===== src/rtl/counter_pkg.sv =====
// counter_pkg: shared types and elaboration-time helpers for the modulo
// counter library.
//   dir_e       : count direction encoding (DIR_DOWN / DIR_UP)
//   modulus_ok  : legality check for a WIDTH / MODULUS pairing
package counter_pkg;

   typedef enum logic {
      DIR_DOWN = 1'b0,
      DIR_UP   = 1'b1
   } dir_e;

   // True when MODULUS fits in a WIDTH-bit register and has at least two
   // states; WIDTH itself is limited to 1..32.
   function automatic bit modulus_ok(input int width, input longint modulus);
      return (width >= 1) && (width <= 32) &&
             (modulus >= 2) && (modulus <= (longint'(1) << width));
   endfunction

endpackage


===== src/rtl/cnt_step.sv =====
// cnt_step: combinational next-count and bound-crossing logic for one
// modulo counter digit.
//   count_i  : current count (always < MODULUS)
//   up_dn_i  : 1 = up, 0 = down
//   next_o   : count after one step (wrapped or held at the bound)
//   cross_o  : the step attempted to move past 0 or MODULUS-1
module cnt_step
   import counter_pkg::*;
#(
   parameter int     WIDTH    = 4,
   parameter longint MODULUS  = 10,
   parameter bit     SATURATE = 1'b0
) (
   input  logic [WIDTH-1:0] count_i,
   input  logic             up_dn_i,
   output logic [WIDTH-1:0] next_o,
   output logic             cross_o
);

   // One extra bit so MODULUS = 2^WIDTH still has a representable top value.
   localparam logic [WIDTH:0] MAX_C = (WIDTH+1)'(MODULUS - 1);

   dir_e             dir;
   logic [WIDTH:0]   cnt_ext;
   logic [WIDTH:0]   sum;

   assign dir     = dir_e'(up_dn_i);
   assign cnt_ext = {1'b0, count_i};

   always_comb begin
      sum     = cnt_ext;
      cross_o = 1'b0;
      if (dir == DIR_UP) begin
         if (cnt_ext >= MAX_C) begin
            cross_o = 1'b1;
            sum     = SATURATE ? cnt_ext : '0;
         end else begin
            sum = cnt_ext + (WIDTH+1)'(1);
         end
      end else begin
         if (cnt_ext == '0) begin
            cross_o = 1'b1;
            sum     = SATURATE ? cnt_ext : MAX_C;
         end else begin
            sum = cnt_ext - (WIDTH+1)'(1);
         end
      end
   end

   // sum never exceeds MAX_C, so the top bit is always zero here.
   assign next_o = sum[WIDTH-1:0];

endmodule


===== src/rtl/mod_counter.sv =====
// mod_counter: parametrised synchronous up/down modulo counter with
// parallel load, wrap/saturate mode, cascadable terminal count and a
// sticky overflow flag.
//   clk        : rising-edge clock
//   rst_n      : synchronous active-low reset
//   en         : count enable, one step per enabled cycle
//   up_dn      : direction, 1 = up, 0 = down
//   load       : parallel load (overrides en)
//   load_val   : value to load, clamped to MODULUS-1
//   clr_ovf    : clears ovf unless a crossing occurs in the same cycle
//   count      : registered count, 0..MODULUS-1
//   tc         : combinational terminal count (includes en, for cascading)
//   wrap_pulse : registered, high for one cycle after a wrap
//   ovf        : registered sticky overflow/underflow flag
module mod_counter
   import counter_pkg::*;
#(
   parameter int     WIDTH    = 4,
   parameter longint MODULUS  = 10,
   parameter bit     SATURATE = 1'b0
) (
   input  logic             clk,
   input  logic             rst_n,
   input  logic             en,
   input  logic             up_dn,
   input  logic             load,
   input  logic [WIDTH-1:0] load_val,
   input  logic             clr_ovf,
   output logic [WIDTH-1:0] count,
   output logic             tc,
   output logic             wrap_pulse,
   output logic             ovf
);

   localparam logic [WIDTH:0] MAX_C = (WIDTH+1)'(MODULUS - 1);

   if (!modulus_ok(WIDTH, MODULUS)) begin : g_bad_params
      $error("mod_counter: illegal WIDTH/MODULUS combination");
   end

   logic [WIDTH-1:0] count_q, count_d;
   logic             wrap_q, wrap_d;
   logic             ovf_q, ovf_d;
   logic [WIDTH-1:0] step_next;
   logic             step_cross;
   logic [WIDTH-1:0] load_clamped;
   logic             crossing;

   cnt_step #(
      .WIDTH    (WIDTH),
      .MODULUS  (MODULUS),
      .SATURATE (SATURATE)
   ) u_step (
      .count_i (count_q),
      .up_dn_i (up_dn),
      .next_o  (step_next),
      .cross_o (step_cross)
   );

   assign load_clamped = ({1'b0, load_val} > MAX_C) ? MAX_C[WIDTH-1:0] : load_val;

   // A crossing only counts when a step actually happens (load has priority).
   assign crossing = !load && en && step_cross;

   always_comb begin
      count_d = count_q;
      wrap_d  = 1'b0;
      ovf_d   = ovf_q;
      if (load) begin
         count_d = load_clamped;
      end else if (en) begin
         count_d = step_next;
         wrap_d  = step_cross && !SATURATE;
      end
      // Set wins over clear when both happen in the same cycle.
      if (crossing) begin
         ovf_d = 1'b1;
      end else if (clr_ovf) begin
         ovf_d = 1'b0;
      end
   end

   always_ff @(posedge clk) begin
      if (!rst_n) begin
         count_q <= '0;
         wrap_q  <= 1'b0;
         ovf_q   <= 1'b0;
      end else begin
         count_q <= count_d;
         wrap_q  <= wrap_d;
         ovf_q   <= ovf_d;
      end
   end

   // Unregistered so a chain of digits ripples within a single cycle.
   assign tc = en & (up_dn ? ({1'b0, count_q} == MAX_C) : (count_q == '0));

   assign count      = count_q;
   assign wrap_pulse = wrap_q;
   assign ovf        = ovf_q;

endmodule

===== config.mk =====
export PLATFORM = sky130hd
export DESIGN_NAME = mod_counter
export DESIGN_NICKNAME = d
export VERILOG_FILES = /design/src/rtl/counter_pkg.sv /design/src/rtl/cnt_step.sv /design/src/rtl/mod_counter.sv
export SDC_FILE = /design/constraint.sdc
export NUM_CORES = 1
export LEC_CHECK = 0
export BUFFER_PORTS_ARGS = -buffer_cell sky130_fd_sc_hd__buf_2
export CORE_AREA = 2 2 39 41
export DETAILED_ROUTE_END_ITERATION = 8
export DIE_AREA = 0 0 41 43
export GPL_TIMING_DRIVEN = 0
export PLACE_DENSITY = 0.77
export SETUP_SLACK_MARGIN = 0.4
export SLEW_MARGIN = 20
export SYNTH_ARGS = -nofsm -noshare
export SYNTH_HDL_FRONTEND = slang
export SYNTH_HIERARCHICAL = 1
export SYNTH_SLANG_ARGS = --single-unit
export TNS_END_PERCENT = 10

===== constraint.sdc =====
create_clock -name clk -period 3 [get_ports clk]
set_input_delay 0.15 -clock clk [delete_from_list [all_inputs] [get_ports clk]]
set_output_delay 0.15 -clock clk [all_outputs]
set_load 0.05 [all_outputs]

== Yosys cells after proc, flatten, opt, wreduce, memory -nomap -nowiden ==
Index checks and enable logic that the tools add are counted.
Word-level totals
  flip-flop bits (word level): 6
Cells by class
  add/subtract/negate cells: 2
  magnitude comparators: 2
  eq/ne operators: 1
  mux-type cells: 12
  bitwise logic cells: 3
  reductions and logical operators: 8
Operators by type and width (count)
  $mux 4: 6
  $mux 1: 6
  $logic_not 5->1: 1
  $add 4x1->4 const B: 1
  $eq 4x4->1 const B: 1
  $ge 4x4->1 const B: 1
  $gt 4x4->1 const B: 1
  $logic_not 4->1: 1
  $reduce_bool 2->1: 2
  $sub 4x1->4 const B: 1
  $reduce_or 3->1: 1
  $logic_and 1x1->1: 2
  $not 1->1: 2
  $and 1x1->1: 1
  $logic_not 1->1: 1

== Logic depth before layout (Yosys ltp) ==
  depth after elaboration: 5
  depth in mapped cells: 8
  depth with buffers taken out: 8

== Modules after synthesis ==
Netlist, hierarchy kept.
By module, submodules not included
  mod_counter: instances 1, cells each 33, area each 310.3 sq um, seq. area each 120.1 sq um
  cnt_step: instances 1, cells each 29, area each 245.2 sq um, seq. area each 0.0 sq um

== Worst setup path before layout ==
OpenSTA, ideal clock, no wires.
  path type: register to register
  start point: reg count_q[0] (netlist: count[0])
  end point: reg count_q[2] (netlist: count[2])
  setup time: 0.115 ns
  arrival time: 2.089 ns
  required time: 2.885 ns
  setup slack: 0.796 ns
  cell stages (with the launch flop): 9
  period minus slack after synthesis: 2.204 ns
  cell sequence: dfxtp_1 > inv_1 > ha_1 > or3b_4 > a21boi_4 > a221o_1 > mux2i_1 > o21ai_0 > and2_1
On the way
  longest elaborated chain between the ends: 5
Ends and longest elaborated chain
  from (decl): RTL line mod_counter.sv:41  | logic [WIDTH-1:0] count_q, count_d;
  from (signal assigned): RTL line mod_counter.sv:89  | count_q <= count_d;
  $sub 4x1->4 (tied with other cells): RTL line cnt_step.sv:45  | sum = cnt_ext - (WIDTH+1)'(1);
  $mux 4 (on tied branches): RTL line cnt_step.sv:41, cnt_step.sv:34
  $mux 4 (*): RTL line cnt_step.sv:33  | if (dir == DIR_UP) begin
  net step_next[2]: RTL line mod_counter.sv:44  | logic [WIDTH-1:0] step_next;
  $mux 4 (*): RTL line mod_counter.sv:71  | end else if (en) begin
  $mux 4 (*): RTL line mod_counter.sv:69  | if (load) begin
The timed path passes the listed nets; every way through them passes the cells marked *. The select of a mux whose other input is x is not followed.
A chain may end at the register's enable or synchronous reset.

== Worst setup path in the final report ==
Same ends and word-level chain as after synthesis.

==> out/results.txt <==
Run status - completed
Post-synthesis instance total - 62
Clock slew at the register clock pins of the worst setup and hold paths - 0.04 ns
Post-synthesis async set-or-reset flop share - 0%
Setup repair after global routing missed its margin - false
Nets - 95
Number of warnings reported in the yosys synthesis log - 6
Slew Limit Headroom - 71.3%
Fillers - 148
DRC Markers - 0
Leading register cell type out of synthesis - sky130_fd_sc_hd__dfxtp_1
Upper clock frequency limit - 493 MHz
Cells after DPL - 92
Startpoint types - flop
CTS Hold Buffers Added - 0
Area share of the largest cell type after synthesis - 21.6%
Total negative slack for setup checks - 0 ns
Final number of hold-violating endpoints - 0
Worst Clk Skew - 0.00492 ns
Path class of the lowest-slack min-delay path - input pin to flop
Final core occ - 48.3%
Post-synthesis to final-layout area growth - 20.3%
Slew at the pin closest to its max-slew limit - 0.430 ns
Number of enable flip-flop cells after synthesis - 0
#FFs+latches synth - 6
Die Outline Area - 1760 sq um
Grt total ovfl - 0
Vias - 506
Post-Syn Area per Cell - 8.96 sq um
Die boundary width - 41 um
I/O pin count - 17
Max Cap Viol - 0
Number of different library cells in the post-synthesis netlist - 36
Via count of the first global-routing pass - 453
Peak ir drop on the vdd network - 0.205 mV
Fraction of final layout cells with drive strength greater than 1 - 35.4%
Wire length of the first global-routing pass - 1.79 mm
Antenna violations before repair - 0
Maximum net fanout on the critical path - 12
Post-layout instance count excluding filler cells - 95
Number of pins with negative max-slew slack in the final report - 0
Leakage Power - 0.324 nW
Final wirelength - 1.11 mm
Data required time at the worst endpoint - 3.13 ns
Std cell rows - 14
Post-synthesis sequential area ratio - 21.6%
TritonCTS Buffers - 3
Clock insertion delay at the later pin of the skew report - 0.24 ns
Estimated wirelength of the detail-placed design - 806 um
Placeable core region - 1380 sq um
Clock root buffer - sky130_fd_sc_hd__clkbuf_4
Critical Path AT - 2.16 ns
Placed Area - 646 sq um
Setup violators final - 0
Ant diodes - 0
Largest cells by area after synthesis - sky130_fd_sc_hd__dfxtp_1, sky130_fd_sc_hd__ha_1, sky130_fd_sc_hd__mux2i_1
Multi-input gate area in the final layout - 398 sq um
Dpl ws - 0.975 ns
Height of the die - 43 um
Port Buffers - 14
Pre-Repair DR Iteration Count - 4
Cell area after layout - 668 sq um
Slack of the worst reg-to-reg path - 0.97 ns
Post-layout min period - 2.03 ns
Most area-hungry cell type in the Yosys netlist - sky130_fd_sc_hd__dfxtp_1
GRT Total Usage - 14.4%
Pin count of the biggest net entering global routing - 13
Initial detailed-routing violation count - 7
PnR worst setup slack - 0.971 ns
Clock net sink count - 6
H-tree depth - 1
Maximum clock insertion buffer count - 2
Crit Path Category - flop to flop
Effective utilization at floorplan - 40.1%
Setup crit end kind - flop
CTS tree - yes
Synth top cells by count - sky130_fd_sc_hd__dfxtp_1, sky130_fd_sc_hd__ha_1, sky130_fd_sc_hd__inv_1, sky130_fd_sc_hd__o21ai_0
Final period utilization - 67.6%
Vias per cell - 5.33
Buffers inserted by post-CTS timing repair - 0
Total power divided by cell area - 401 nW/um^2
Count leader, synth - sky130_fd_sc_hd__dfxtp_1
Wire length per cell - 11.7 um
Syn Nets - 76
Antenna-violating nets left - 0
Weighted congestion reported at the end of routability-driven placement - 0.750
Netlist area before placement - 556 sq um
PostCTS Resize Cnt - 0
Seq. cell area - 120 sq um
## cell type report
class / instances / area share, %
timing repair buffer: 14 / 10.5
sequential: 6 / 18.0
inverter: 4 / 2.25
clock buffer: 3 / 3.37
buffer: 2 / 3.37
multi-input combinational: 50 / 59.6
tap: 16 / 3.00
## registers in the layout, indices dropped and copies added (netlist names)
| name | flops |
|---|---|
| count | 4 |
| ovf | 1 |
| wrap_pulse | 1 |
## path summary, 6_finish.rpt
check | endpoint | cells past startpoint | startpoint
max | count[2]$_SDFFE_PN0P_ | 8 | count[0]$_SDFFE_PN0P_
min | count[0]$_SDFFE_PN0P_ | 2 | load
max reg2reg | count[2]$_SDFFE_PN0P_ | 8 | count[0]$_SDFFE_PN0P_
min reg2reg | ovf$_SDFFE_PN0P_ | 1 | ovf$_SDFFE_PN0P_
## metrics by stage
stage          power, W  hold WS [ns]
2_1_floorplan  0.000174         0.261
3_3_place_gp   0.000196         0.380
3_5_place_dp   0.000198         0.386
4_1_cts        0.000271         0.133
5_1_grt        0.000287         0.136
6_report       0.000268         0.138
## layer usage
metal	global-route usage (%)	vias to the layer above	wire, um
met3	4.71	0	34
met2	23.8	11	513
met4	2.00	0	0
met1	17.9	236	562
li1	-	259	-
met5	0	-	0
## kinds of logic (layout without fill, tap and decap cells)
group	Yosys count	in the layout	share of synthesized area [%]
multiplexers	4	4	8.11
AO/OA/AOI/OAI	19	19	26.4
XOR/XNOR	1	1	1.58
flip-flops	6	6	21.6
AND/OR/NAND/NOR	22	22	26.6
adder cells (fa/ha/maj)	4	4	9.01
buffers and inverters	6	23	6.76
## cells in the final DEF, fill, tap and decap left out, types with 2 or more instances in the layout
cell / instances
sky130_fd_sc_hd__inv_1: 4
sky130_fd_sc_hd__nor4b_1: 2
sky130_fd_sc_hd__mux2i_1: 3
sky130_fd_sc_hd__o21bai_1: 2
sky130_fd_sc_hd__nor2_1: 3
sky130_fd_sc_hd__nand2_1: 2
sky130_fd_sc_hd__clkbuf_4: 3
sky130_fd_sc_hd__and2_1: 3
sky130_fd_sc_hd__buf_2: 14
sky130_fd_sc_hd__dfxtp_1: 6
sky130_fd_sc_hd__o21ai_0: 4
sky130_fd_sc_hd__ha_1: 4
sky130_fd_sc_hd__nand3b_1: 2
sky130_fd_sc_hd__nand3_1: 2
sky130_fd_sc_hd__buf_6: 2
## worst max-delay path, stage by stage (launching register included)
cell                       delay, ns
sky130_fd_sc_hd__dfxtp_1        0.56
sky130_fd_sc_hd__inv_1          0.12
sky130_fd_sc_hd__ha_1           0.24
sky130_fd_sc_hd__or3b_4         0.26
sky130_fd_sc_hd__a21boi_4       0.07
sky130_fd_sc_hd__a221o_1        0.32
sky130_fd_sc_hd__mux2i_1        0.12
sky130_fd_sc_hd__o21ai_0        0.09
sky130_fd_sc_hd__and2_1         0.15
## power breakdown
group          leakage, nW  internal (W)  total (W)  switching, W
clock               0.0138     0.0000450  0.0000704     0.0000254
combinational        0.261     0.0000468   0.000101     0.0000537
sequential          0.0493     0.0000850  0.0000968     0.0000118
Note: power is estimated with default switching activity, not from simulation.
